--- src/rtl/pcie_rd_tag_sched.sv ---
`default_nettype none
// ============================================================================
// Module   : pcie_rd_tag_sched
// Purpose  : PCIe read-request scheduler. Arbitrates DMA read requests from
//            REQ_NUM requesters round-robin, allocates the lowest free PCIe
//            tag, issues one read command per tag through a 1-deep output
//            slot, and snoops the RC completion stream to route each
//            completion back to its requester and free the tag when the
//            request completes.
// Ports    : pcie_clk / pcie_rst_n   clock, async active-low reset
//            req_valid/addr/len      per-requester read requests
//            req_ready               per-requester accept (comb, one-hot/0)
//            rq_cmd_*                read command to the RQ assembler
//            cpl_valid/sop/tag/req_done   RC completion beat snoop
//            cpl_route_*             registered routing result
//            tag_free_cnt            number of free tags
//            err_sticky              [0] cpl on free tag, [1] tag out of range
//            odbg_info               packed debug word
// Revision : 1.0  initial release
// ============================================================================
module pcie_rd_tag_sched #(
    parameter int REQ_NUM = 4,
    parameter int TAG_NUM = 32,
    parameter int TAG_W   = 5,
    parameter int ID_W    = 2
) (
    input  logic                   pcie_clk,
    input  logic                   pcie_rst_n,
    input  logic [REQ_NUM-1:0]     req_valid,
    input  logic [REQ_NUM*64-1:0]  req_addr,
    input  logic [REQ_NUM*11-1:0]  req_len,
    output logic [REQ_NUM-1:0]     req_ready,
    output logic                   rq_cmd_valid,
    output logic [63:0]            rq_cmd_addr,
    output logic [10:0]            rq_cmd_len,
    output logic [7:0]             rq_cmd_tag,
    input  logic                   rq_cmd_ready,
    input  logic                   cpl_valid,
    input  logic                   cpl_sop,
    input  logic [7:0]             cpl_tag,
    input  logic                   cpl_req_done,
    output logic                   cpl_route_valid,
    output logic [ID_W-1:0]        cpl_route_id,
    output logic                   cpl_route_last,
    output logic [TAG_W:0]         tag_free_cnt,
    output logic [1:0]             err_sticky,
    output logic [15:0]            odbg_info
);

    localparam logic [TAG_W:0] c_tag_num = (TAG_W+1)'(TAG_NUM);
    localparam logic [8:0]     c_tag_lim = 9'(TAG_NUM);

    // ------------------------------------------------------------------------
    // State
    // ------------------------------------------------------------------------
    logic [TAG_NUM-1:0] r_tag_busy;
    logic [ID_W-1:0]    r_owner [TAG_NUM];
    logic [ID_W-1:0]    r_ptr;
    logic               r_cmd_valid;
    logic [63:0]        r_cmd_addr;
    logic [10:0]        r_cmd_len;
    logic [TAG_W-1:0]   r_cmd_tag;
    logic [TAG_W:0]     r_free_cnt;
    logic [1:0]         r_err;
    logic               r_route_valid;
    logic [ID_W-1:0]    r_route_id;
    logic               r_route_last;

    // ------------------------------------------------------------------------
    // Grant path
    // ------------------------------------------------------------------------
    logic               w_slot_load;
    logic               w_any_free;
    logic               w_found;
    logic [ID_W-1:0]    w_gnt_id;
    logic [TAG_W-1:0]   w_alloc_tag;
    logic               w_grant;

    assign w_slot_load = ~r_cmd_valid | rq_cmd_ready;
    assign w_any_free  = |(~r_tag_busy);

    // First valid requester at or after the pointer, wrapping upward.
    always_comb begin
        int idx;
        w_found  = 1'b0;
        w_gnt_id = '0;
        idx      = 0;
        for (int k = 0; k < REQ_NUM; k++) begin
            idx = int'(r_ptr) + k;
            if (idx >= REQ_NUM) idx = idx - REQ_NUM;
            if (!w_found && req_valid[idx]) begin
                w_found  = 1'b1;
                w_gnt_id = ID_W'(idx);
            end
        end
    end

    // Lowest-index free tag: scan downward so the last hit wins.
    always_comb begin
        w_alloc_tag = '0;
        for (int t = TAG_NUM - 1; t >= 0; t--) begin
            if (!r_tag_busy[t]) w_alloc_tag = TAG_W'(t);
        end
    end

    // Gated by reset so req_ready stays low while the block is held in reset.
    assign w_grant = pcie_rst_n & w_slot_load & w_any_free & w_found;

    always_comb begin
        req_ready = '0;
        if (w_grant) req_ready[w_gnt_id] = 1'b1;
    end

    // ------------------------------------------------------------------------
    // Completion snoop
    // ------------------------------------------------------------------------
    logic               w_cpl_hit;
    logic               w_tag_oob;
    logic [TAG_W-1:0]   w_cpl_idx;
    logic               w_cpl_busy;
    logic               w_free;

    assign w_cpl_hit  = cpl_valid & cpl_sop;
    assign w_tag_oob  = {1'b0, cpl_tag} >= c_tag_lim;
    assign w_cpl_idx  = cpl_tag[TAG_W-1:0];
    assign w_cpl_busy = r_tag_busy[w_cpl_idx];
    // Freed tag is busy at the start of the cycle, the allocated tag is free,
    // so a simultaneous alloc and free never touch the same entry.
    assign w_free     = w_cpl_hit & ~w_tag_oob & w_cpl_busy & cpl_req_done;

    // ------------------------------------------------------------------------
    // Sequential
    // ------------------------------------------------------------------------
    always_ff @(posedge pcie_clk or negedge pcie_rst_n) begin
        if (!pcie_rst_n) begin
            r_tag_busy    <= '0;
            for (int t = 0; t < TAG_NUM; t++) r_owner[t] <= '0;
            r_ptr         <= '0;
            r_cmd_valid   <= 1'b0;
            r_cmd_addr    <= '0;
            r_cmd_len     <= '0;
            r_cmd_tag     <= '0;
            r_free_cnt    <= c_tag_num;
            r_err         <= '0;
            r_route_valid <= 1'b0;
            r_route_id    <= '0;
            r_route_last  <= 1'b0;
        end else begin
            // Output skid slot
            if (w_grant) begin
                r_cmd_valid <= 1'b1;
                r_cmd_addr  <= req_addr[w_gnt_id*64 +: 64];
                r_cmd_len   <= req_len[w_gnt_id*11 +: 11];
                r_cmd_tag   <= w_alloc_tag;
                r_owner[w_alloc_tag] <= w_gnt_id;
                r_ptr       <= (int'(w_gnt_id) == REQ_NUM - 1) ? '0 : w_gnt_id + 1'b1;
            end else if (rq_cmd_ready) begin
                r_cmd_valid <= 1'b0;
            end

            // Tag pool
            if (w_grant) r_tag_busy[w_alloc_tag] <= 1'b1;
            if (w_free)  r_tag_busy[w_cpl_idx]   <= 1'b0;
            r_free_cnt <= r_free_cnt + (TAG_W+1)'(w_free) - (TAG_W+1)'(w_grant);

            // Routing result; out-of-range tags are not routed at all
            r_route_valid <= w_cpl_hit & ~w_tag_oob;
            if (w_cpl_hit & ~w_tag_oob) begin
                r_route_id   <= r_owner[w_cpl_idx];
                r_route_last <= cpl_req_done;
            end else begin
                r_route_last <= 1'b0;
            end

            // Sticky errors
            if (w_cpl_hit) begin
                if (w_tag_oob)        r_err[1] <= 1'b1;
                else if (!w_cpl_busy) r_err[0] <= 1'b1;
            end
        end
    end

    // ------------------------------------------------------------------------
    // Outputs
    // ------------------------------------------------------------------------
    assign rq_cmd_valid    = r_cmd_valid;
    assign rq_cmd_addr     = r_cmd_addr;
    assign rq_cmd_len      = r_cmd_len;
    assign rq_cmd_tag      = 8'(r_cmd_tag);
    assign cpl_route_valid = r_route_valid;
    assign cpl_route_id    = r_route_id;
    assign cpl_route_last  = r_route_last;
    assign tag_free_cnt    = r_free_cnt;
    assign err_sticky      = r_err;
    assign odbg_info       = {r_err, r_cmd_valid, rq_cmd_ready, 3'b000, 9'(r_free_cnt)};

endmodule
`default_nettype wire

--- config.mk ---
export PLATFORM = sky130hd
export DESIGN_NAME = pcie_rd_tag_sched
export DESIGN_NICKNAME = d
export VERILOG_FILES = /design/src/rtl/pcie_rd_tag_sched.sv
export SDC_FILE = /design/constraint.sdc
export NUM_CORES = 1
export LEC_CHECK = 0
export CAP_MARGIN = 20
export CORE_MARGIN = 1.5
export CORE_UTILIZATION = 35
export DETAILED_ROUTE_END_ITERATION = 16
export HOLD_SLACK_MARGIN = 0.06
export PLACE_DENSITY_LB_ADDON = 0.08
export SETUP_SLACK_MARGIN = 0.3
export SYNTH_ARGS = -nofsm -noshare
export SYNTH_HDL_FRONTEND = slang
export SYNTH_SLANG_ARGS = --single-unit
--- constraint.sdc ---
create_clock -name pcie_clk -period 4.3 [get_ports pcie_clk]
set_input_delay 1.29 -clock pcie_clk [delete_from_list [all_inputs] [get_ports pcie_clk]]
set_output_delay 1.29 -clock pcie_clk [all_outputs]
set_load 0.01 [all_outputs]
==> impl_table.tex, run 1 <==
\begin{tabular}{lr}
\hline
Metric & Value \\
\hline
\multicolumn{2}{l}{\textbf{Route}} \\
\quad Number of DRC markers in iteration 0 & 607 \\
\quad Overall via count from detail\_route & 9484 \\
\quad Post-DRT Antenna Nets & 0 \\
\quad Post-detailed-route DRC marker count & 0 \\
\quad Drt first pass iters & 5 \\
\quad Total Wirelength & 40.9 mm \\
\quad Avg Vias per Cell & 5.37 \\
\quad Drt wl/cell & 23.2 um \\
\multicolumn{2}{l}{\textbf{Placed design}} \\
\quad Area of placed instances & 0.0155 mm\^{}2 \\
\quad Detailed-placement wirelength estimate & 31.6 mm \\
\quad Final RePlAce weighted congestion & 0.943 \\
\quad Cell count after placement & 1730 \\
\quad Count of buffers inserted at the top-level ports & 424 \\
\multicolumn{2}{l}{\textbf{Finish}} \\
\quad Count of inserted antenna diode cells & 0 \\
\quad Commonest non-fill, non-tap cell in the layout & clkdlybuf4s50\_1 \\
\quad Cell area after layout & 0.0161 mm\^{}2 \\
\quad Layout cells sized above 1 & 0.152 \\
\quad Highest-count cells in the layout ignoring fill and taps & clkdlybuf4s50\_1 (413), dfrtp\_1 (190), mux2i\_1 (152), nand2\_1 (111), o221ai\_1 (77) \\
\quad Relative area change from synthesis to final layout & 49.0\% \\
\quad Final cell count without fillers & 1767 \\
\quad Total number of nets in the final design & 1687 \\
\multicolumn{2}{l}{\textbf{Clock network}} \\
\quad CTS clock-pin slew for the worst setup and hold paths & 0.08 ns \\
\quad Maximum root-to-sink buffer count & 2 \\
\quad Inserted Clock Buffers & 17 \\
\quad Cell at the root of the clock tree & clkbuf\_16 \\
\quad Clock latency at the later pin of the worst-skew pair & 0.44 ns \\
\quad TritonCTS clock tree & yes \\
\quad Number of H-tree levels & 4 \\
\quad Number of hold-repair buffers added at the cts stage & 0 \\
\quad CTS Sinks & 191 \\
\multicolumn{2}{l}{\textbf{STA}} \\
\quad Unrepaired setup endpoints after global routing & yes \\
\quad Share of the clock period used by the worst path & 0.919 \\
\quad Max Freq & 253 MHz \\
\quad Slew at the pin closest to its max-slew limit & 1.04 ns \\
\quad Max-slew headroom at the worst pin & 0.308 \\
\quad Final count of hold timing violations & 0 \\
\quad Largest clock skew in the final design & 0.0172 ns \\
\quad Final min period & 3.95 ns \\
\quad Count of endpoints failing setup in the final report & 0 \\
\quad Final slew viol count & 0 \\
\quad Summed negative setup slack over all endpoints & 0 ns \\
\multicolumn{2}{l}{\textbf{Floorplanning}} \\
\quad Io pins & 434 \\
\quad Vertical extent of the die & 179 um \\
\quad Core Region & 0.0305 mm\^{}2 \\
\quad Full die area & 0.0320 mm\^{}2 \\
\quad Initial Utilization & 0.355 \\
\quad Die X & 179 um \\
\quad Number of standard-cell rows in the floorplan & 64 \\
\multicolumn{2}{l}{\textbf{Synthesis}} \\
\quad Commonest register cell after synthesis & dfrtp\_1 \\
\quad Combined area of all synthesized cells & 0.0108 mm\^{}2 \\
\quad Mean post-synth cell area & 11.4 um\^{}2 \\
\quad Proportion of synthesized chip area in sequential cells & 0.441 \\
\quad Number of register bits inferred by synthesis & 191 \\
\quad Yosys warnings & 0 \\
\quad Post-synth cell types & 68 \\
\quad Number of flops mapped to enable cells by yosys & 0 \\
\quad Post-Syn Instances & 949 \\
\quad FFs w/ async S/R, synth & 1.00 \\
\multicolumn{2}{l}{\textbf{Worst setup path}} \\
\quad Reg-to-reg setup timing slack & 1.17 ns \\
\quad Terminus of the critical flop-to-flop path & tag\_free\_cnt[4]\$\_DFF\_PN0\_ \\
\quad Timing startpoint of the critical path & req\_valid[2] \\
\quad Data required time at the worst endpoint & 3.01 ns \\
\quad Worst setup path class & in2out \\
\quad Maximum fanout along the worst path & 3 \\
\quad Capturing instance or port of the critical path & req\_ready[0] \\
\quad Chain of cells forming the critical path & dlygate4sd2\_1, a21oi\_2, nor2\_1, a211o\_1, buf\_4, ha\_1, and2\_1, buf\_2 \\
\quad Crit. End Element & output pin \\
\quad Critical Path Slowest Stage Cell & a211o\_1 \\
\quad Cells on worst reg2reg path & 13 \\
\quad Largest stage delay, worst path & 0.30 ns \\
\quad Worst endpoint data arrival time & 2.66 ns \\
\quad CP Launch Type & primary input \\
\quad Worst reg2reg path startpoint & r\_tag\_busy[6]\$\_DFF\_PN0\_ \\
\multicolumn{2}{l}{\textbf{Global route}} \\
\quad First-pass GRT wire length & 59.5 mm \\
\quad Overall overflow remaining after global route & 0 \\
\quad Initial antenna violation count & 0 \\
\quad Pin count of the biggest net entering global routing & 123 \\
\quad Via count of the first global-routing pass & 9523 \\
\quad Global-route total usage across every layer & 0.252 \\
\multicolumn{2}{l}{\textbf{Status}} \\
\quad Status & completed \\
\multicolumn{2}{l}{\textbf{Power and ir drop}} \\
\quad Max VDD drop & 322 uV \\
\quad Leakage power & 6.95 nW \\
\quad Pwr/cell area & 523 mW/mm\^{}2 \\
\multicolumn{2}{l}{\textbf{Job}} \\
\quad Max-Cap Viols & 0 \\
\multicolumn{2}{l}{\textbf{Hold path}} \\
\quad Worst hold-check path type & reg2reg \\
\hline
\end{tabular}
## sequential cells by signal (all words and copies together) (netlist names), 5 cells and up
register / cells
r_owner: 64
rq_cmd_addr: 64
r_tag_busy: 32
rq_cmd_len: 11
tag_free_cnt: 6
r_cmd_tag: 5
## logic make-up (layout without fill, tap and decap cells)
logic type,Yosys count,after routing,share of synthesized area
mux,245,245,0.268
simple gates,220,220,0.104
flops,191,191,0.441
compound gates,161,161,0.120
buf+inv,115,529,0.0486
fa+ha+maj,11,11,0.0134
xor+xnor,5,5,0.00404
other cells,1,9,0.000346
## synth_stat cells (all sizes together) (2+ instances only)
| cell | n | area, um^2 |
|---|---|---|
| a31o | 2 | 17.5 |
| a311oi | 2 | 23.8 |
| nand4 | 14 | 106 |
| inv | 29 | 109 |
| o221ai | 78 | 689 |
| nor4 | 2 | 27.5 |
| ha | 10 | 125 |
| nor3 | 17 | 110 |
| a2bb2oi | 18 | 158 |
| nor2b | 8 | 50.1 |
| nor3b | 4 | 40.0 |
| o31ai | 2 | 15.0 |
| o21ai | 11 | 58.8 |
| xnor2 | 5 | 43.8 |
| o21bai | 2 | 15.0 |
| a211oi | 2 | 20.0 |
| a22oi | 7 | 52.6 |
| clkbuf | 38 | 143 |
| mux2i | 153 | 1530 |
| and3 | 6 | 37.5 |
| and2 | 6 | 37.5 |
| a31oi | 7 | 43.8 |
| a21oi | 17 | 85.1 |
| buf | 47 | 272 |
| nand2 | 113 | 424 |
| or3 | 2 | 17.5 |
| nand3 | 11 | 55.1 |
| a21o | 3 | 22.5 |
| mux2 | 62 | 698 |
| and4 | 6 | 52.6 |
| or3b | 4 | 35.0 |
| dfrtp | 190 | 4750 |
| mux4 | 30 | 676 |
| o22a | 2 | 17.5 |
| nor2 | 19 | 71.3 |
| nand2b | 3 | 21.3 |
## area by class of cell
class | instances | area [um^2]
clock buffers | 18 | 429
clock inverters | 14 | 130
fillers | 2731 | 14400
inverters | 30 | 113
multi-input cells | 651 | 5620
flip-flops and latches | 191 | 4780
well taps | 396 | 495
repair buffers | 467 | 4580
## worst min-delay path by stage
stage                     slack (ns)  cells after the start                          end                         from
after floorplan                 0.45                      2      r_owner[60]$_DFFE_PN0P_      r_owner[60]$_DFFE_PN0P_
after global placement          0.47                      2  rq_cmd_addr[60]$_DFFE_PN0P_  rq_cmd_addr[60]$_DFFE_PN0P_
after detailed placement        0.47                      2  rq_cmd_addr[59]$_DFFE_PN0P_  rq_cmd_addr[59]$_DFFE_PN0P_
after CTS                       0.49                      2  rq_cmd_addr[60]$_DFFE_PN0P_  rq_cmd_addr[60]$_DFFE_PN0P_
after global routing            0.51                      1      r_owner[42]$_DFFE_PN0P_      r_owner[42]$_DFFE_PN0P_
final                           0.49                      2  rq_cmd_addr[63]$_DFFE_PN0P_  rq_cmd_addr[63]$_DFFE_PN0P_
## report_power, final
part	internal [mW]	switching [mW]	total, mW	leakage [nW]
Combinational	2.05	2.06	4.10	4.28
Clock	0.765	0.781	1.55	0.266
Sequential	2.35	0.443	2.79	2.40
Total	5.16	3.28	8.44	6.95
## stage by stage
stage          power [mW]   util  worst slack, ns  hold slack [ns]
3_5_place_dp         6.94  0.509           -0.314            0.472
5_1_grt              8.92  0.529            0.287            0.509
3_3_place_gp         6.92  0.509           -0.292            0.470
4_1_cts              8.52  0.528            0.247            0.493
6_report             8.44  0.529            0.347            0.488
2_1_floorplan        4.92      -            0.324            0.445
## per-layer routing
metal,share of wire,up-vias,global-route usage
met2,0.51,383,0.427
met4,0.026,0,0.0753
li1,-,4376,-
met5,0,-,0
met3,0.062,46,0.0541
met1,0.40,4679,0.322
## critical path: cells and delay by family
kind	cells	cell delay, ns
buffers and inverters	3	0.57
AOI/OAI and AO/OA	2	0.45
adders and majority gates	1	0.18
and+or+nand+nor	2	0.18
## timing repair
item / 4_1_cts / 5_1_grt
buffers inserted: 2 / 2
cloned: 0 / 1
pin swaps: 4 / 3
endpoints found under the setup margin: 4 / 7
resized for setup: 26 / 12
endpoints found under the hold margin: 0 / 0
Note: power is estimated with default switching activity, not from simulation.
==> run 2, diff against run 1 <==
--- a/config.mk
+++ b/config.mk
@@ -8,4 +8,5 @@
 export CAP_MARGIN = 20
-export CORE_MARGIN = 1.5
+export CORE_MARGIN = 2
 export CORE_UTILIZATION = 35
+export CTS_CLUSTER_SIZE = 16
 export DETAILED_ROUTE_END_ITERATION = 16
--- a/constraint.sdc
+++ b/constraint.sdc
@@ -3,2 +3,2 @@
 set_output_delay 1.29 -clock pcie_clk [all_outputs]
-set_load 0.01 [all_outputs]
+set_load 0.05 [all_outputs]
==> impl_table.tex, run 2 (synthesized netlist as in run 1, its figures left out) <==
\begin{tabular}{lr}
\hline
Metric & Value \\
\hline
\multicolumn{2}{l}{\textbf{Global route}} \\
\quad First-pass GRT wire length & 61.4 mm (+3.2\%) \\
\quad Met1 track demand over resource & 0.321 (-0.000760) \\
\quad Met3 routing resource usage after global routing & 0.0496 (-0.00444) \\
\quad Via count of the first global-routing pass & 9637 (+1.2\%) \\
\quad Initial antenna violation count & 1 (+1) \\
\quad Most heavily used metal layer in global routing & met2 \\
\quad Global-route total usage across every layer & 0.252 (-0.000752) \\
\quad Pin count of the biggest net entering global routing & 168 (+37\%) \\
\quad Met2 Track Usage GR & 0.430 (+0.00245) \\
\quad Overall overflow remaining after global route & 0 (unchanged) \\
\multicolumn{2}{l}{\textbf{Finish}} \\
\quad Number of filler cells placed in the layout & 2711 (-0.73\%) \\
\quad Commonest non-fill, non-tap cell in the layout & clkdlybuf4s50\_1 \\
\quad Total number of nets in the final design & 1677 (-0.59\%) \\
\quad Layout cells sized above 1 & 0.148 (-0.00392) \\
\quad Relative area change from synthesis to final layout & 49.3\% \\
\quad Storage element area & 0.00478 mm\^{}2 (unchanged) \\
\quad Final core area utilization & 0.530 (+0.000821) \\
\quad Highest-count cells in the layout ignoring fill and taps & clkdlybuf4s50\_1 (412), dfrtp\_1 (190), mux2i\_1 (152), nand2\_1 (111), o221ai\_1 (77) \\
\quad Area occupied by multi-input gates & 0.00563 mm\^{}2 (+0.33\%) \\
\multicolumn{2}{l}{\textbf{STA}} \\
\quad Final min period & 3.93 ns (-0.0248 ns) \\
\quad Final count of hold timing violations & 0 (unchanged) \\
\quad Count of endpoints failing setup in the final report & 0 (unchanged) \\
\quad Unrepaired setup endpoints after global routing & yes \\
\quad Max Freq & 255 MHz (+0.63\%) \\
\quad Largest clock skew in the final design & 0.0163 ns (-0.000892 ns) \\
\quad Summed negative setup slack over all endpoints & 0 ns (unchanged) \\
\quad Max-slew headroom at the worst pin & 0.230 (-0.0773) \\
\quad Final slew viol count & 0 (unchanged) \\
\quad Slew at the pin closest to its max-slew limit & 1.15 ns (+0.116 ns) \\
\quad Share of the clock period used by the worst path & 0.913 (-0.00578) \\
\quad Worst Hold Margin & 0.491 ns (+0.00227 ns) \\
\multicolumn{2}{l}{\textbf{Hold path}} \\
\quad WHS Path Cells & 2 (unchanged) \\
\quad Hold\_sp & rq\_cmd\_addr[12]\$\_DFFE\_PN0P\_ \\
\quad Hold Crit Endpoint & rq\_cmd\_addr[12]\$\_DFFE\_PN0P\_ \\
\quad Worst hold-check path type & reg2reg \\
\multicolumn{2}{l}{\textbf{Floorplanning}} \\
\quad Die X & 180 um (+0.56\%) \\
\quad Initial Utilization & 0.355 (unchanged) \\
\quad Full die area & 0.0324 mm\^{}2 (+1.1\%) \\
\quad Core Region & 0.0305 mm\^{}2 (unchanged) \\
\quad Io pins & 434 (unchanged) \\
\quad Vertical extent of the die & 180 um (+0.56\%) \\
\quad Number of standard-cell rows in the floorplan & 64 (unchanged) \\
\multicolumn{2}{l}{\textbf{Clock network}} \\
\quad Inserted Clock Buffers & 17 (unchanged) \\
\quad CTS Sinks & 191 (unchanged) \\
\quad Cell at the root of the clock tree & clkbuf\_16 \\
\quad CTS clock-pin slew for the worst setup and hold paths & 0.07 ns (about the same) \\
\quad Number of hold-repair buffers added at the cts stage & 0 (unchanged) \\
\quad TritonCTS clock tree & yes \\
\quad Maximum root-to-sink buffer count & 2 (unchanged) \\
\quad Clock latency at the later pin of the worst-skew pair & 0.44 ns (about the same) \\
\quad Number of H-tree levels & 4 (unchanged) \\
\multicolumn{2}{l}{\textbf{Power and ir drop}} \\
\quad Leakage power & 6.94 nW (-0.14\%) \\
\quad Max VDD drop & 361 uV (+12\%) \\
\quad Pwr/cell area & 615 mW/mm\^{}2 (+18\%) \\
\multicolumn{2}{l}{\textbf{Worst setup path}} \\
\quad Reg-to-reg setup timing slack & 1.11 ns (-0.06 ns) \\
\quad Crit. End Element & output pin \\
\quad Worst reg2reg path startpoint & r\_tag\_busy[11]\$\_DFF\_PN0\_ \\
\quad Cells on worst reg2reg path & 13 (unchanged) \\
\quad Critical Path Slowest Stage Cell & a211o\_1 \\
\quad Chain of cells forming the critical path & clkbuf\_2, nor2b\_2, a21oi\_1, nor2\_1, a211o\_1, ha\_1, and2\_2, buf\_6 \\
\quad Worst setup path class & in2out \\
\quad Maximum fanout along the worst path & 4 (+1) \\
\quad Data required time at the worst endpoint & 3.01 ns (about the same) \\
\quad Terminus of the critical flop-to-flop path & tag\_free\_cnt[4]\$\_DFF\_PN0\_ \\
\quad CP Launch Type & primary input \\
\quad Worst endpoint data arrival time & 2.64 ns (-0.02 ns) \\
\quad Largest stage delay, worst path & 0.35 ns (+0.05 ns) \\
\multicolumn{2}{l}{\textbf{Route}} \\
\quad Drt wl/cell & 23.6 um (+1.9\%) \\
\quad Number of DRC markers in iteration 0 & 526 (-13\%) \\
\quad Total Wirelength & 41.4 mm (+1.3\%) \\
\quad Overall via count from detail\_route & 9458 (-0.27\%) \\
\quad Avg Vias per Cell & 5.38 (+0.29\%) \\
\quad Drt first pass iters & 5 (unchanged) \\
\quad Post-DRT Antenna Nets & 0 (unchanged) \\
\quad Post-detailed-route DRC marker count & 0 (unchanged) \\
\multicolumn{2}{l}{\textbf{Placed design}} \\
\quad Final RePlAce weighted congestion & 0.947 (+0.35\%) \\
\quad Count of buffers inserted at the top-level ports & 424 (unchanged) \\
\quad Detailed-placement wirelength estimate & 31.7 mm (+0.35\%) \\
\multicolumn{2}{l}{\textbf{Status}} \\
\quad Status & completed \\
\multicolumn{2}{l}{\textbf{Job}} \\
\quad Max-Cap Viols & 0 (unchanged) \\
\hline
\end{tabular}
-- run 2: how the worst max path moves through the flow --
| stage | startpoint | to | slack [ns] | cells past startpoint |
|---|---|---|---|---|
| CTS | cpl_tag[1] | tag_free_cnt[4]$_DFF_PN0_ | 0.31 | 15 |
| finish | req_valid[0] | req_ready[2] | 0.37 | 8 |
| global placement | cpl_tag[1] | tag_free_cnt[4]$_DFF_PN0_ | -0.10 | 15 |
| detailed placement | cpl_tag[1] | tag_free_cnt[4]$_DFF_PN0_ | -0.15 | 15 |
| global route | cpl_tag[0] | tag_free_cnt[4]$_DFF_PN0_ | 0.29 | 14 |
| floorplan | req_valid[0] | req_ready[0] | 0.32 | 8 |
-- run 2: critical path, delay by kind of cell --
family,cells,cell delay (ns)
buffers and inverters,2,0.26
AO/OA/AOI/OAI,2,0.48
AND/OR/NAND/NOR,3,0.39
adder cells (fa/ha/maj),1,0.23
-- run 2: final cells by class --
cell class,instances,area share
multi-input cells,651,0.348
clock buffers,19,0.0268
clock inverters,12,0.0115
flip-flops and latches,191,0.296
diodes,1,0.000155
repair buffers,457,0.280
well taps,396,0.0306
inverters,30,0.00696
-- run 2: repair_timing --
item / 4_1_cts / 5_1_grt
setup endpoints to repair: 5 / 7
gates resized for setup: 20 / 12
pin swaps: 3 / 3
gates cloned: 0 / 1
buffers inserted: 1 / 0
-- run 2: stage by stage --
stage	std cells	power [mW]	area (um^2)	setup slack, ns
finish	1757	9.95	16200	0.372
global route	1757	10.4	16200	0.292
CTS	1755	10.0	16100	0.309
detailed placement	1723	8.26	15500	-0.152
global placement	1723	8.25	15500	-0.102
floorplan	957	6.23	10900	0.316
-- run 2: layer usage --
metal,wire length [um],part of all wire
met3,2520,0.061
met2,21000,0.51
met4,1210,0.029
met1,16700,0.40
met5,0,0
-- run 2: power by group --
group / internal (mW) / switching (mW) / total [mW] / leakage, nW
sequential: 2.35 / 0.445 / 2.79 / 2.40
combinational: 2.05 / 3.39 / 5.44 / 4.25
clock: 0.980 / 0.732 / 1.71 / 0.292
total: 5.38 / 4.57 / 9.95 / 6.94
==> run 3, diff against run 2 <==
- CAP_MARGIN: 20 -> 0
- CORE_MARGIN: 2 -> default
==> impl_table.tex, run 3 (synthesized netlist as in run 1, its figures left out) <==
\begin{tabular}{lr}
\hline
Metric & Value \\
\hline
\multicolumn{2}{l}{\textbf{Status}} \\
\quad Status & completed \\
\multicolumn{2}{l}{\textbf{STA}} \\
\quad Summed negative setup slack over all endpoints & 0 ns (unchanged) \\
\quad Count of endpoints failing setup in the final report & 0 (unchanged) \\
\quad Final min period & 3.94 ns (+0.0139 ns) \\
\quad Final count of hold timing violations & 0 (unchanged) \\
\quad Worst setup margin & 0.358 ns (-0.0139 ns) \\
\quad Slew at the pin closest to its max-slew limit & 1.05 ns (-0.106 ns) \\
\quad Unrepaired setup endpoints after global routing & yes \\
\quad Worst Hold Margin & 0.484 ns (-0.00612 ns) \\
\quad Final slew viol count & 0 (unchanged) \\
\quad Max-slew headroom at the worst pin & 0.301 (+0.0707) \\
\quad Largest clock skew in the final design & 0.0138 ns (-0.00256 ns) \\
\quad Max Freq & 254 MHz (-0.35\%) \\
\quad Share of the clock period used by the worst path & 0.917 (+0.00323) \\
\multicolumn{2}{l}{\textbf{Clock network}} \\
\quad Maximum root-to-sink buffer count & 2 (unchanged) \\
\quad Inserted Clock Buffers & 17 (unchanged) \\
\quad TritonCTS clock tree & yes \\
\quad Clock latency at the later pin of the worst-skew pair & 0.44 ns (about the same) \\
\quad CTS Sinks & 191 (unchanged) \\
\quad Number of H-tree levels & 4 (unchanged) \\
\quad Cell at the root of the clock tree & clkbuf\_16 \\
\quad CTS clock-pin slew for the worst setup and hold paths & 0.07 ns (about the same) \\
\multicolumn{2}{l}{\textbf{Placed design}} \\
\quad Final RePlAce weighted congestion & 0.910 (-3.8\%) \\
\quad Area of placed instances & 0.0156 mm\^{}2 (+0.55\%) \\
\quad Pre-CTS setup slack & -0.171 ns (-0.0181 ns) \\
\quad Detailed-placement wirelength estimate & 31.5 mm (-0.71\%) \\
\quad Count of buffers inserted at the top-level ports & 424 (unchanged) \\
\quad Cell count after placement & 1726 (+0.17\%) \\
\multicolumn{2}{l}{\textbf{Job}} \\
\quad Max-Cap Viols & 0 (unchanged) \\
\multicolumn{2}{l}{\textbf{Floorplanning}} \\
\quad Initial Utilization & 0.355 (unchanged) \\
\quad Io pins & 434 (unchanged) \\
\quad Core Region & 0.0305 mm\^{}2 (unchanged) \\
\quad Full die area & 0.0317 mm\^{}2 (-2.2\%) \\
\quad Die X & 178 um (-1.1\%) \\
\quad Number of standard-cell rows in the floorplan & 64 (unchanged) \\
\quad Vertical extent of the die & 178 um (-1.1\%) \\
\multicolumn{2}{l}{\textbf{Power and ir drop}} \\
\quad Leakage power & 6.98 nW (+0.60\%) \\
\quad Max VDD drop & 332 uV (-8.1\%) \\
\quad Pwr/cell area & 608 mW/mm\^{}2 (-1.1\%) \\
\quad Post-layout total power & 9.88 mW (-0.68\%) \\
\multicolumn{2}{l}{\textbf{Route}} \\
\quad Overall via count from detail\_route & 9525 (+0.71\%) \\
\quad Post-DRT Antenna Nets & 0 (unchanged) \\
\quad Post-detailed-route DRC marker count & 0 (unchanged) \\
\quad Drt wl/cell & 23.2 um (-1.6\%) \\
\quad Avg Vias per Cell & 5.40 (+0.25\%) \\
\quad Number of DRC markers in iteration 0 & 618 (+17\%) \\
\quad Total Wirelength & 41.0 mm (-1.1\%) \\
\quad Drt first pass iters & 5 (unchanged) \\
\multicolumn{2}{l}{\textbf{Finish}} \\
\quad Final core area utilization & 0.532 (+0.00230) \\
\quad Total number of nets in the final design & 1685 (+0.48\%) \\
\quad Number of filler cells placed in the layout & 2659 (-1.9\%) \\
\quad Relative area change from synthesis to final layout & 49.9\% \\
\quad Layout cells sized above 1 & 0.153 (+0.00498) \\
\quad Commonest non-fill, non-tap cell in the layout & clkdlybuf4s50\_1 \\
\quad Cell area after layout & 0.0162 mm\^{}2 (+0.43\%) \\
\quad Final cell count without fillers & 1765 (+0.46\%) \\
\quad Highest-count cells in the layout ignoring fill and taps & clkdlybuf4s50\_1 (412), dfrtp\_1 (190), mux2i\_1 (152), nand2\_1 (111), o221ai\_1 (77) \\
\multicolumn{2}{l}{\textbf{Worst setup path}} \\
\quad Maximum fanout along the worst path & 5 (+1) \\
\quad Worst reg2reg path startpoint & r\_tag\_busy[11]\$\_DFF\_PN0\_ \\
\quad CP Launch Type & primary input \\
\quad Worst setup path class & in2out \\
\quad Reg-to-reg setup timing slack & 1.13 ns (+0.02 ns) \\
\quad Data required time at the worst endpoint & 3.01 ns (about the same) \\
\quad Terminus of the critical flop-to-flop path & tag\_free\_cnt[4]\$\_DFF\_PN0\_ \\
\quad Cells on worst reg2reg path & 13 (unchanged) \\
\quad Largest stage delay, worst path & 0.53 ns (+0.18 ns) \\
\quad Critical Path Slowest Stage Cell & or4\_4 \\
\quad Crit. End Element & output pin \\
\quad Worst endpoint data arrival time & 2.65 ns (about the same) \\
\quad Chain of cells forming the critical path & clkdlybuf4s15\_1, or4\_4, nand3\_4, a31o\_4, inv\_2, and2\_2, buf\_12 \\
\multicolumn{2}{l}{\textbf{Global route}} \\
\quad Overall overflow remaining after global route & 0 (unchanged) \\
\quad Via count of the first global-routing pass & 9409 (-2.4\%) \\
\quad Pin count of the biggest net entering global routing & 150 (-11\%) \\
\quad Global-route total usage across every layer & 0.258 (+0.00635) \\
\quad First-pass GRT wire length & 60.1 mm (-2.1\%) \\
\quad Initial antenna violation count & 1 (unchanged) \\
\multicolumn{2}{l}{\textbf{Hold path}} \\
\quad Hold Crit Endpoint & r\_cmd\_tag[1]\$\_DFFE\_PN0P\_ \\
\quad Hold\_sp & r\_cmd\_tag[1]\$\_DFFE\_PN0P\_ \\
\quad Worst hold-check path type & reg2reg \\
\quad WHS Path Cells & 2 (unchanged) \\
\hline
\end{tabular}
[run 3: cell types whose count changed in the layout (fill, tap and decap cells not counted), moves of 2 or more]
cell | before | now
buf_8 | 2 | 0
inv_8 | 1 | 3
buf_4 | 31 | 37
buf_12 | 3 | 8
bufinv_16 | 4 | 2
[run 3: worst max-delay path, delay by kind of cell]
| family | cells | cell delay (ns) |
|---|---|---|
| and+or+nand+nor | 3 | 0.82 |
| AOI/OAI and AO/OA | 1 | 0.10 |
| buffers and inverters | 3 | 0.43 |
[run 3: area by class of cell]
| type | instances | area, um^2 | share of cell area |
|---|---|---|---|
| antenna | 1 | 2.50 | 0.000154 |
| timing repair buffer | 465 | 4630 | 0.285 |
| clock inverter | 13 | 155 | 0.00955 |
| sequential | 191 | 4780 | 0.294 |
| inverter | 30 | 113 | 0.00693 |
| clock buffer | 18 | 429 | 0.0264 |
| tap | 396 | 495 | 0.0305 |
| multi-input combinational | 651 | 5630 | 0.347 |
[run 3: per-layer routing]
metal | vias to the layer above | track usage | share of wire
li1 | 4377 | - | -
met1 | 4770 | 0.338 | 0.41
met2 | 346 | 0.437 | 0.51
met3 | 32 | 0.0484 | 0.055
met4 | 0 | 0.0620 | 0.019
met5 | - | 0 | 0
[run 3: what timing repair did]
action                     in CTS  in global routing
resized for setup              13                 11
setup endpoints to repair       5                  7
pin swaps                       4                  2
cloned                          0                  1
setup buffers                   4                  2
hold buffers                    0                  0
[run 3: power breakdown]
part | switching [mW] | internal, mW
sequential | 0.456 | 2.35
clock | 0.753 | 0.870
combinational | 3.39 | 2.06
total | 4.59 | 5.28
[run 3: how the worst max path moves through the flow]
stage	start	to	slack, ns	cells after the start
floorplan	req_valid[0]	req_ready[0]	0.32	8
global placement	cpl_tag[1]	tag_free_cnt[4]$_DFF_PN0_	-0.17	15
detailed placement	cpl_tag[1]	tag_free_cnt[4]$_DFF_PN0_	-0.17	15
CTS	req_valid[2]	req_ready[2]	0.29	7
global route	cpl_tag[0]	tag_free_cnt[4]$_DFF_PN0_	0.29	14
finish	req_valid[3]	req_ready[2]	0.36	7
